--- config.mk ---
export PLATFORM = sky130hd
export DESIGN_NAME = fifo_spi_master
export DESIGN_NICKNAME = d
export VERILOG_FILES = /design/src/rtl/fifo_spi_master.sv
export SDC_FILE = /design/constraint.sdc
export NUM_CORES = 1
export LEC_CHECK = 0
export BUFFER_PORTS_ARGS = -buffer_cell sky130_fd_sc_hd__buf_4
export CORE_UTILIZATION = 25
export DETAILED_ROUTE_END_ITERATION = 8
export SYNTH_ARGS = -nofsm -noshare
export SYNTH_HDL_FRONTEND = slang
export SYNTH_SLANG_ARGS = --single-unit
--- constraint.sdc ---
create_clock -name rd_clk -period 2.6 [get_ports rd_clk]
set_input_delay 0.26 -clock rd_clk [delete_from_list [all_inputs] [get_ports rd_clk]]
set_output_delay 0.26 -clock rd_clk [all_outputs]
set_load 0.02 [all_outputs]
--- src/rtl/fifo_spi_master.sv ---
// -----------------------------------------------------------------------------
// fifo_spi_master
//
// Read-side consumer of the 41-bit command FIFO in the AHB-Lite-to-SPI bridge.
// It pops one word at a time and sends it as one SPI mode-0 frame:
//   write flag (bit 40), 8 address bits, then 32 data bits, MSB first.
// Read frames (flag = 0) drive MOSI low during the data bits. They return the
// last 32 MISO samples as a one-cycle response.
//
// Optional feature macro: FIFO_SPI_RD_RESP_EN
//   defined   -> MISO sampling, receive register, rsp_valid / rsp_data.
//   undefined -> rsp_valid / rsp_data tied to 0 and spi_miso ignored.
//                Frame shape and timing do not change.
//
// Parameters
//   CLK_DIV     SCLK half-period in rd_clk cycles (1..255)
//   DATA_WIDTH  FIFO word width, fixed at 41
//
// Ports
//   rd_clk        sole clock
//   rd_rst_n      asynchronous active-low reset
//   fifo_empty    FIFO empty flag
//   fifo_rd_en    one-cycle pop strobe
//   fifo_rd_data  FIFO word, valid the cycle after fifo_rd_en
//   spi_sclk      SPI clock, idle low
//   spi_cs_n      chip select, active low
//   spi_mosi      serial data out
//   spi_miso      serial data in
//   busy          high from pop until end of the inter-frame gap
//   rsp_valid     one-cycle pulse at the end of a read frame
//   rsp_data      captured read data, held until the next pulse
// -----------------------------------------------------------------------------
module fifo_spi_master #(
    parameter int CLK_DIV    = 2,
    parameter int DATA_WIDTH = 41
) (
    input  logic                  rd_clk,
    input  logic                  rd_rst_n,
    input  logic                  fifo_empty,
    output logic                  fifo_rd_en,
    input  logic [DATA_WIDTH-1:0] fifo_rd_data,
    output logic                  spi_sclk,
    output logic                  spi_cs_n,
    output logic                  spi_mosi,
    input  logic                  spi_miso,
    output logic                  busy,
    output logic                  rsp_valid,
    output logic [31:0]           rsp_data
);

    typedef enum logic [2:0] {
        IDLE, POP, LOAD, SETUP, SHIFT_HI, SHIFT_LO, HOLD, GAP
    } state_t;

    localparam logic [7:0] DIV_LAST = 8'(CLK_DIV - 1);
    localparam logic [5:0] LAST_BIT = 6'(DATA_WIDTH - 1);
    localparam logic [5:0] HDR_BITS = 6'd9;   // flag + 8 address bits

    state_t                state, state_d;
    logic [7:0]            div_cnt, div_d;
    logic [5:0]            bit_cnt, bit_d;
    // The flag goes straight to MOSI and wr_flag, so only the remaining
    // 40 bits need to be held for shifting.
    logic [DATA_WIDTH-2:0] tx_sr, tx_d;
    logic                  wr_flag, wr_d;
    logic                  rd_en_d, sclk_d, cs_n_d, mosi_d, busy_d;
    logic                  sample_en;    // SCLK is about to rise: take MISO
    logic                  frame_done;   // CS is about to rise
    logic                  last_tick;

    assign last_tick = (div_cnt == DIV_LAST);

    always_comb begin
        // NOTE: every signal gets a default before the case so that no path
        // leaves a value unassigned, which would infer a latch.
        state_d    = state;
        bit_d      = bit_cnt;
        tx_d       = tx_sr;
        wr_d       = wr_flag;
        rd_en_d    = 1'b0;
        sclk_d     = spi_sclk;
        cs_n_d     = spi_cs_n;
        mosi_d     = spi_mosi;
        busy_d     = busy;
        sample_en  = 1'b0;
        frame_done = 1'b0;

        case (state)
            IDLE: begin
                if (!fifo_empty) begin
                    state_d = POP;
                    rd_en_d = 1'b1;
                    busy_d  = 1'b1;
                end
            end
            POP: state_d = LOAD;
            LOAD: begin
                tx_d    = fifo_rd_data[DATA_WIDTH-2:0];
                wr_d    = fifo_rd_data[DATA_WIDTH-1];
                bit_d   = '0;
                cs_n_d  = 1'b0;
                sclk_d  = 1'b0;
                mosi_d  = fifo_rd_data[DATA_WIDTH-1];
                state_d = SETUP;
            end
            SETUP, SHIFT_LO: begin
                if (last_tick) begin
                    state_d   = SHIFT_HI;
                    sclk_d    = 1'b1;
                    sample_en = 1'b1;
                end
            end
            SHIFT_HI: begin
                if (last_tick) begin
                    sclk_d = 1'b0;
                    // The low phase of the last bit is HOLD. This keeps CS low
                    // for 83 half-periods.
                    if (bit_cnt == LAST_BIT) begin
                        state_d = HOLD;
                    end else begin
                        state_d = SHIFT_LO;
                        bit_d   = bit_cnt + 6'd1;
                        tx_d    = {tx_sr[DATA_WIDTH-3:0], 1'b0};
                        // Read frames send zeros once past the header.
                        mosi_d  = tx_sr[DATA_WIDTH-2] & (wr_flag | (bit_d < HDR_BITS));
                    end
                end
            end
            HOLD: begin
                if (last_tick) begin
                    state_d    = GAP;
                    cs_n_d     = 1'b1;
                    mosi_d     = 1'b0;
                    frame_done = 1'b1;
                end
            end
            GAP: begin
                // The last gap cycle also makes the idle decision. This lets
                // the next pop land exactly 84 half-periods after CS fell.
                if (last_tick) begin
                    if (!fifo_empty) begin
                        state_d = POP;
                        rd_en_d = 1'b1;
                    end else begin
                        state_d = IDLE;
                        busy_d  = 1'b0;
                    end
                end
            end
            default: state_d = IDLE;
        endcase

        // The divider restarts on every state change.
        div_d = (state_d == state && state != IDLE) ? div_cnt + 8'd1 : 8'd0;
    end

    always_ff @(posedge rd_clk or negedge rd_rst_n) begin
        if (!rd_rst_n) begin
            state      <= IDLE;
            div_cnt    <= '0;
            bit_cnt    <= '0;
            tx_sr      <= '0;
            wr_flag    <= 1'b0;
            fifo_rd_en <= 1'b0;
            spi_sclk   <= 1'b0;
            spi_cs_n   <= 1'b1;
            spi_mosi   <= 1'b0;
            busy       <= 1'b0;
        end else begin
            // NOTE: state registers use non-blocking assignments so every
            // flop samples the values from before this clock edge.
            state      <= state_d;
            div_cnt    <= div_d;
            bit_cnt    <= bit_d;
            tx_sr      <= tx_d;
            wr_flag    <= wr_d;
            fifo_rd_en <= rd_en_d;
            spi_sclk   <= sclk_d;
            spi_cs_n   <= cs_n_d;
            spi_mosi   <= mosi_d;
            busy       <= busy_d;
        end
    end

`ifdef FIFO_SPI_RD_RESP_EN
    logic [31:0] rx_sr;

    // MISO is taken on the edge that raises SCLK. After 41 samples the
    // register holds exactly the 32 data-phase bits.
    always_ff @(posedge rd_clk or negedge rd_rst_n) begin
        if (!rd_rst_n) begin
            rx_sr     <= '0;
            rsp_valid <= 1'b0;
            rsp_data  <= '0;
        end else begin
            rsp_valid <= frame_done & ~wr_flag;
            if (sample_en) begin
                rx_sr <= {rx_sr[30:0], spi_miso};
            end
            if (frame_done && !wr_flag) begin
                rsp_data <= rx_sr;
            end
        end
    end
`else
    assign rsp_valid = 1'b0;
    assign rsp_data  = '0;

    logic unused_resp;
    assign unused_resp = ^{spi_miso, sample_en, frame_done};
`endif

endmodule

==> results of run 1 <==
[layout make-up]
| cell class | count | area [µm²] | share of cell area [%] |
|---|---|---|---|
| Inverter | 7 | 26.3 | 0.638 |
| Sequential cell | 63 | 1580 | 38.3 |
| Tap cell | 176 | 220 | 5.35 |
| Timing Repair Buffer | 53 | 423 | 10.3 |
| Clock buffer | 10 | 239 | 5.80 |
| Clock inverter | 4 | 47.5 | 1.15 |
| Multi-Input combinational cell | 259 | 1590 | 38.5 |
[cells in the mapped netlist (2+ instances only)]
| master | instances | share of area [%] |
|---|---|---|
| mux2_2 | 2 | 0.66 |
| nand3_2 | 2 | 0.59 |
| or3_1 | 3 | 0.55 |
| nor3_1 | 2 | 0.29 |
| ha_1 | 4 | 1.5 |
| a32o_1 | 2 | 0.59 |
| clkbuf_1 | 3 | 0.33 |
| o21ai_0 | 41 | 6.0 |
| nand4_1 | 2 | 0.37 |
| nand3_1 | 5 | 0.73 |
| nand2b_1 | 2 | 0.37 |
| nand2_1 | 51 | 5.6 |
| buf_2 | 12 | 1.8 |
| o22ai_1 | 4 | 0.73 |
| nor2_1 | 18 | 2.0 |
| a21o_1 | 3 | 0.66 |
| and2_1 | 2 | 0.37 |
| a21oi_1 | 9 | 1.3 |
| inv_1 | 7 | 0.77 |
| dfrtp_1 | 62 | 46 |
| xor2_1 | 5 | 1.3 |
| a31oi_1 | 2 | 0.37 |
| o21ai_1 | 4 | 0.59 |
| xnor2_1 | 4 | 1.0 |
| buf_4 | 37 | 8.2 |
| mux2i_1 | 40 | 12 |
| and3_1 | 3 | 0.55 |
[power breakdown]
part | internal (mW) | switching [mW]
logic | 0.0572 | 0.0846
clock network | 0.752 | 0.406
registers | 1.01 | 0.0134
[worst max-delay path, cell delays in order, from the launching register on]
cell	delay, ns
dfrtp_1	0.47
ha_1	0.29
or3_1	0.13
o2111ai_1	0.11
a311o_1	0.37
a32o_1	0.27
mux2_2	0.26
[routing by layer]
metal  vias up  global-route usage, %  routed length (µm)  share of wire [%]
met1      1140                   11.7                2970                 44
met2        48                   16.8                3270                 49
met4         0                   4.51                 110                1.6
li1       1230                      -                   -                  -
met3         9                   3.33                 329                4.9
met5         -                      0                   0                  0
[stage by stage]
step | hold WS (ns) | utilization [%] | worst slack [ns] | power (mW) | cell area [µm²]
4_1_cts | 0.0742 | 31.1 | 0.598 | 2.37 | 4120
2_1_floorplan | -0.0356 | - | 0.775 | 1.14 | 3530
5_1_grt | 0.108 | 31.1 | 0.455 | 2.42 | 4120
6_report | 0.0302 | 31.1 | 0.600 | 2.32 | 4120
3_5_place_dp | 0.429 | 28.9 | 0.628 | 1.18 | 3830
3_3_place_gp | 0.427 | 28.9 | 0.644 | 1.18 | 3830
[path summary, 6_finish.rpt]
kind | startpoint | endpoint | slack (ns) | cells past startpoint
worst max-delay path | bit_cnt[0]$_DFFE_PN0P_ | spi_mosi$_DFFE_PN0P_ | 0.60 | 6
worst max register to register | bit_cnt[0]$_DFFE_PN0P_ | spi_mosi$_DFFE_PN0P_ | 0.60 | 6
min in group rd_clk | fifo_empty | fifo_rd_en$_DFF_PN0_ | 0.11 | 2
max in group asynchronous | rd_rst_n | tx_sr[28]$_DFFE_PN0P_ | 2.03 | 1
worst min-delay path | rd_rst_n | state[0]$_DFF_PN0_ | 0.03 | 1
worst min register to register | tx_sr[33]$_DFFE_PN0P_ | tx_sr[33]$_DFFE_PN0P_ | 0.48 | 2
[cells in the final DEF, fill, tap and decap left out, types with 2 or more instances in the layout]
| cell | Yosys | routed |
|---|---|---|
| dfrtp_1 | 62 | 62 |
| nand2_1 | 51 | 51 |
| buf_4 | 37 | 51 |
| o21ai_0 | 41 | 41 |
| mux2i_1 | 40 | 40 |
| conb_1 | 1 | 33 |
| nor2_1 | 18 | 18 |
| a21oi_1 | 9 | 9 |
| clkbuf_16 | 0 | 9 |
| inv_1 | 7 | 7 |
| nand3_1 | 5 | 5 |
| xor2_1 | 5 | 5 |
| xnor2_1 | 4 | 4 |
| o21ai_1 | 4 | 4 |
| o22ai_1 | 4 | 4 |
| ha_1 | 4 | 4 |
| and3_1 | 3 | 3 |
| a21o_1 | 3 | 3 |
| or3_1 | 3 | 3 |
| nand3_2 | 2 | 2 |
| and2_1 | 2 | 2 |
| nand2b_1 | 2 | 2 |
| nor3_1 | 2 | 2 |
| a32o_1 | 2 | 2 |
| mux2_2 | 2 | 2 |
| nand4_1 | 2 | 2 |
| clkinv_2 | 0 | 2 |
| buf_12 | 0 | 2 |
[kinds of logic after synthesis]
logic type	Yosys count	synth area share, %
adders and majority gates	4	1.47
buffers and inverters	60	11.1
and+or+nand+nor	97	13.7
muxes	42	12.4
DFF	63	46.3
AOI/OAI and AO/OA	74	12.5
other	1	0.110
xor gates and xnor gates	9	2.31
[registers in the layout, indices dropped and copies added, names as in the netlist]
| signal | count |
|---|---|
| tx_sr | 40 |
| fifo_rd_en | 1 |
| busy | 1 |
| spi_sclk | 1 |
| state | 3 |
| div_cnt | 8 |
| wr_flag | 1 |
| bit_cnt | 6 |
| spi_cs_n | 1 |
| spi_mosi | 1 |
==> flow_metrics.tcl, run 1 <==
set metrics [dict create \
    antenna_found_initial 0 \
    rsz0062_at_grt "false" \
    leakagePower_nw 2.06 \
    setup_tns_ns 0 \
    drv_cap 0 \
    finalSetupViolations 0 \
    area_growth_pct 20.9 \
    period_needed_ns 2.00 \
    cts_hold_repair.buffers 0 \
    cts_tree "built" \
    max_slew.worst_pin.slew_ns 0.818 \
    dr.pass1.iters 4 \
    cts_setup_buffers 0 \
    die_h_um 119 \
    crit_path_end_kind "register" \
    dieArea_um2 14100 \
    relSlewSlack_pct 45.5 \
    grt_pass1_wl_um 11100 \
    finalNonFillerCells 572 \
    placed_cells 558 \
    peakVddDrop_mv 0.266 \
    critical_path_class "reg -> reg" \
    grt_pass1_vias 2388 \
    min_period_over_period_pct 76.9 \
    drv_slew 0 \
    synth_area_um2 3410 \
    clkTransAtPathRegs_ns 0.05 \
    num_rows 42 \
    synth-main-ff-cell "dfrtp_1" \
    grt.overflow.total 0 \
    cts-htree-levels 3 \
    async_flop_share_pct 100 \
    yosys_warnings 0 \
    start_kind "register" \
    cts_made_buffers 9 \
    clock_latency_ns 0.33 \
    diodes 0 \
    drive_gt1_share_pct 19.9 \
    finalWirelength_um 6670 \
    grt_use_total_pct 10.1 \
    required_ns 2.80 \
    ioPinCount 83 \
    holdCritPathClass "in -> async" \
    start_util_pct 25.7 \
    core_area_um2 13200 \
    die_w_um 119 \
    wire_per_inst_um 11.7 \
    root_buffer "clkbuf_16" \
    hold_viol 0 \
    outcome "completed" \
    hpwl_um 4590 \
    clock-sinks 63 \
    ys_seq_area_share_pct 46.3 \
    fmax_ghz 0.500 \
    port_buffers 48 \
    fill_cells 1401 \
    power.density_nw_per_um2 563 \
    synth_cells 350 \
    ys_ff_latch 63 \
    initialDrtViolationCount 89 \
    synth_edf_count 0 \
    cp.arrival_ns 2.20 \
    cts_resized 0 \
    nNetsFinal 442 \
    ys_types 46 \
    num_vias 2427 \
    ant_nets 0 \
    drt-vias-per-instance 4.24 \
    avgSynthCellArea_um2 9.73 \
    place_congestion 0.779 \
    worst-path-max-fanout 7 \
    cts_buffer_depth 2 \
    drc 0 \
    finClkSkew_ns 0.00736 \
    grt_max_degree 81 \
]
No activity file was read; power rests on OpenSTA's default activity.
==> inputs of run 2 (changes only) <==
- ABC_AREA: unset -> 1
- clock period: 2.6 -> 2 ns (I/O delays scaled with it)
==> flow_metrics.tcl, run 2 <==
set metrics [dict create \
    final_cell_mix "nand2_1 (86), inv_1 (71), dfrtp_1 (60)" \
    synth.most_common_cell "nand2_1" \
    num_vias 2843 \
    drv_cap 0 \
    period_needed_ns 1.80 \
    cts_made_buffers 9 \
    drv_slew 0 \
    ys_ff_latch 63 \
    finalSetupViolations 0 \
    synth_edf_count 0 \
    clkTransAtPathRegs_ns 0.06 \
    path_buf_inv 2 \
    reg_top3 "tx_sr: 40 flops, div_cnt: 8 flops, bit_cnt: 6 flops" \
    drive_gt1_share_pct 22.3 \
    hpwl_um 4790 \
    required_ns 2.24 \
    placed_cell_area_um2 4070 \
    yosysTopAreaCell "dfrtp_1" \
    fin_util_pct 30.3 \
    num_rows 44 \
    clock_latency_ns 0.33 \
    hold_slack_ns -0.0533 \
    cts_buffer_depth 2 \
    dr.pass1.iters 5 \
    area_growth_pct 18.3 \
    synth_cells 441 \
    relSlewSlack_pct 43.8 \
    die_w_um 124 \
    ys_types 33 \
    dieArea_um2 15300 \
    power.density_nw_per_um2 1460 \
    cp.arrival_ns 2.04 \
    ys_seq_area_share_pct 42.6 \
    start_kind "register" \
    grt_pass1_wl_um 12400 \
    cp_top_family "simple AND/OR/NAND/NOR gates" \
    cts_hold_repair.buffers 0 \
    fill_cells 1519 \
    wire_per_inst_um 10.6 \
    die_h_um 124 \
    finClkSkew_ns 0.00861 \
    port_buffers 48 \
    grt_max_degree 82 \
    hold_viol 23 \
    initialDrtViolationCount 151 \
    largest_register "tx_sr" \
    cts-htree-levels 3 \
    grt_pass1_vias 2768 \
    place_congestion 0.832 \
    antenna_found_initial 0 \
    worst-path-max-fanout 42 \
    crit_path_end_kind "register" \
    yosys-top-cells-area "dfrtp_1 (42%), nand2_1 (8.8%), o211ai_2 (8.8%)" \
    ioPinCount 83 \
    start_util_pct 25.6 \
    yosys_warnings 0 \
    min_period_over_period_pct 90.0 \
    synth_area_um2 3700 \
    root_buffer "clkbuf_16" \
    setup_tns_ns 0 \
    grt.overflow.total 0 \
    async_flop_share_pct 100 \
    ant_nets 0 \
    synth-main-ff-cell "dfrtp_1" \
    path_cells "nor3_4 -> nand2_2 -> nand2_1 -> nand2_2 -> inv_4 -> buf_12 -> o211ai_1 -> o21ai_0" \
    cp.depth 8 \
    critical_path_class "reg -> reg" \
    diodes 0 \
    drc 0 \
    synth_common_cells "nand2_1 (87), inv_1 (71), dfrtp_1 (62)" \
    fin_area_um2 4380 \
    largest_register_ffs 40 \
    ff2ff_path_depth 8 \
    fmax_ghz 0.556 \
    cpMostUsedCell "nand2_2" \
    grt_use_total_pct 10.6 \
    layout_commonest_cell "nand2_1" \
    holdCritPathClass "in -> async" \
    yosysTopAreaCellShare_pct 41.9 \
    slowest_stage "dfrtp_2" \
    nNetsFinal 532 \
    max_stage_delay_ns 0.49 \
    cts_tree "built" \
    peakVddDrop_mv 0.749 \
    violations "hold timing" \
    drt-vias-per-instance 4.23 \
    cts_setup_buffers 0 \
    clock-sinks 63 \
    core_area_um2 14500 \
    outcome "finished, violations left" \
    leakagePower_nw 2.02 \
    finalWirelength_um 7120 \
    max_slew.worst_pin.slew_ns 0.843 \
    avgSynthCellArea_um2 8.40 \
]
[run 2: changes by cell type after synthesis, moves of 4 or more]
cell	change
a21oi_1	-4
inv_1	+64
mux2i_1	-40
nand2_1	+36
nand3_1	+8
nor2_1	+5
nor3_1	+7
o211ai_1	+13
o211ai_2	+26
o21ai_0	-5
o21ai_1	+8
[run 2: per-layer routing]
metal	share of wire [%]	vias to the layer above	wire length (µm)	global-route usage, %
met5	0	-	0	0
met4	2.3	0	165	5.87
met3	5.4	11	382	2.88
met2	45	73	3220	16.9
met1	47	1322	3360	13.1
li1	-	1437	-	-
[run 2: logic make-up (layout without fill, tap and decap cells)]
group / Yosys count / in the layout / share of synthesized area, %
DFF: 63 / 63 / 42.6
buffers and inverters: 128 / 143 / 18.7
AOI/OAI and AO/OA: 99 / 99 / 20.0
xor gates and xnor gates: 7 / 7 / 1.66
other: 1 / 33 / 0.101
adders and majority gates: 4 / 4 / 1.35
and+or+nand+nor: 139 / 139 / 15.6
[run 2: path summary, 6_finish.rpt]
path | start | to | slack [ns]
max | state[0]$_DFF_PN0_ | tx_sr[32]$_DFFE_PN0P_ | 0.20
min | rd_rst_n | busy$_DFFE_PN0P_ | -0.05
max reg2reg | state[0]$_DFF_PN0_ | tx_sr[32]$_DFFE_PN0P_ | 0.20
min reg2reg | spi_cs_n$_DFFE_PN1P_ | spi_cs_n$_DFFE_PN1P_ | 0.49
max in group asynchronous | rd_rst_n | state[1]$_DFF_PN0_ | 1.44
min in group rd_clk | fifo_empty | fifo_rd_en$_DFF_PN0_ | 0.03
[run 2: metrics by stage]
stage	worst slack (ns)	std cells	hold slack (ns)	power, mW
2_1_floorplan	0.404	473	-0.0956	4.44
3_3_place_gp	0.172	656	0.357	4.78
3_5_place_dp	0.155	656	0.362	4.87
4_1_cts	0.135	672	0.000665	6.51
5_1_grt	-0.0180	672	0.0310	7.05
6_report	0.201	672	-0.0533	6.42
[run 2: timing repair]
action	4_1_cts	5_1_grt
gates resized for setup	0	4
hold endpoints to repair	0	0
endpoints found under the setup margin	0	36
[run 2: layout make-up]
| cell class | instances | area (µm²) | area share, % |
|---|---|---|---|
| sequential | 63 | 1580 | 36.1 |
| multi-input combinational | 282 | 1560 | 35.6 |
| timing repair buffer | 52 | 428 | 9.77 |
| inverter | 75 | 284 | 6.48 |
| clock buffer | 10 | 239 | 5.46 |
| tap | 184 | 230 | 5.26 |
| clock inverter | 6 | 60.1 | 1.37 |
[run 2: where the power goes]
group	switching [mW]	total [mW]	internal, mW	leakage [nW]
Combinational	1.82	2.79	0.975	1.08
Clock	0.586	1.58	0.991	0.144
Sequential	0.226	2.04	1.82	0.792
Total	2.63	6.42	3.78	2.02
[run 2: worst reg2reg max path: stages (launching register included)]
cell,delay [ns]
dfrtp_2,0.49
nor3_4,0.34
nand2_2,0.13
nand2_1,0.09
nand2_2,0.08
inv_4,0.13
buf_12,0.23
o211ai_1,0.11
o21ai_0,0.11
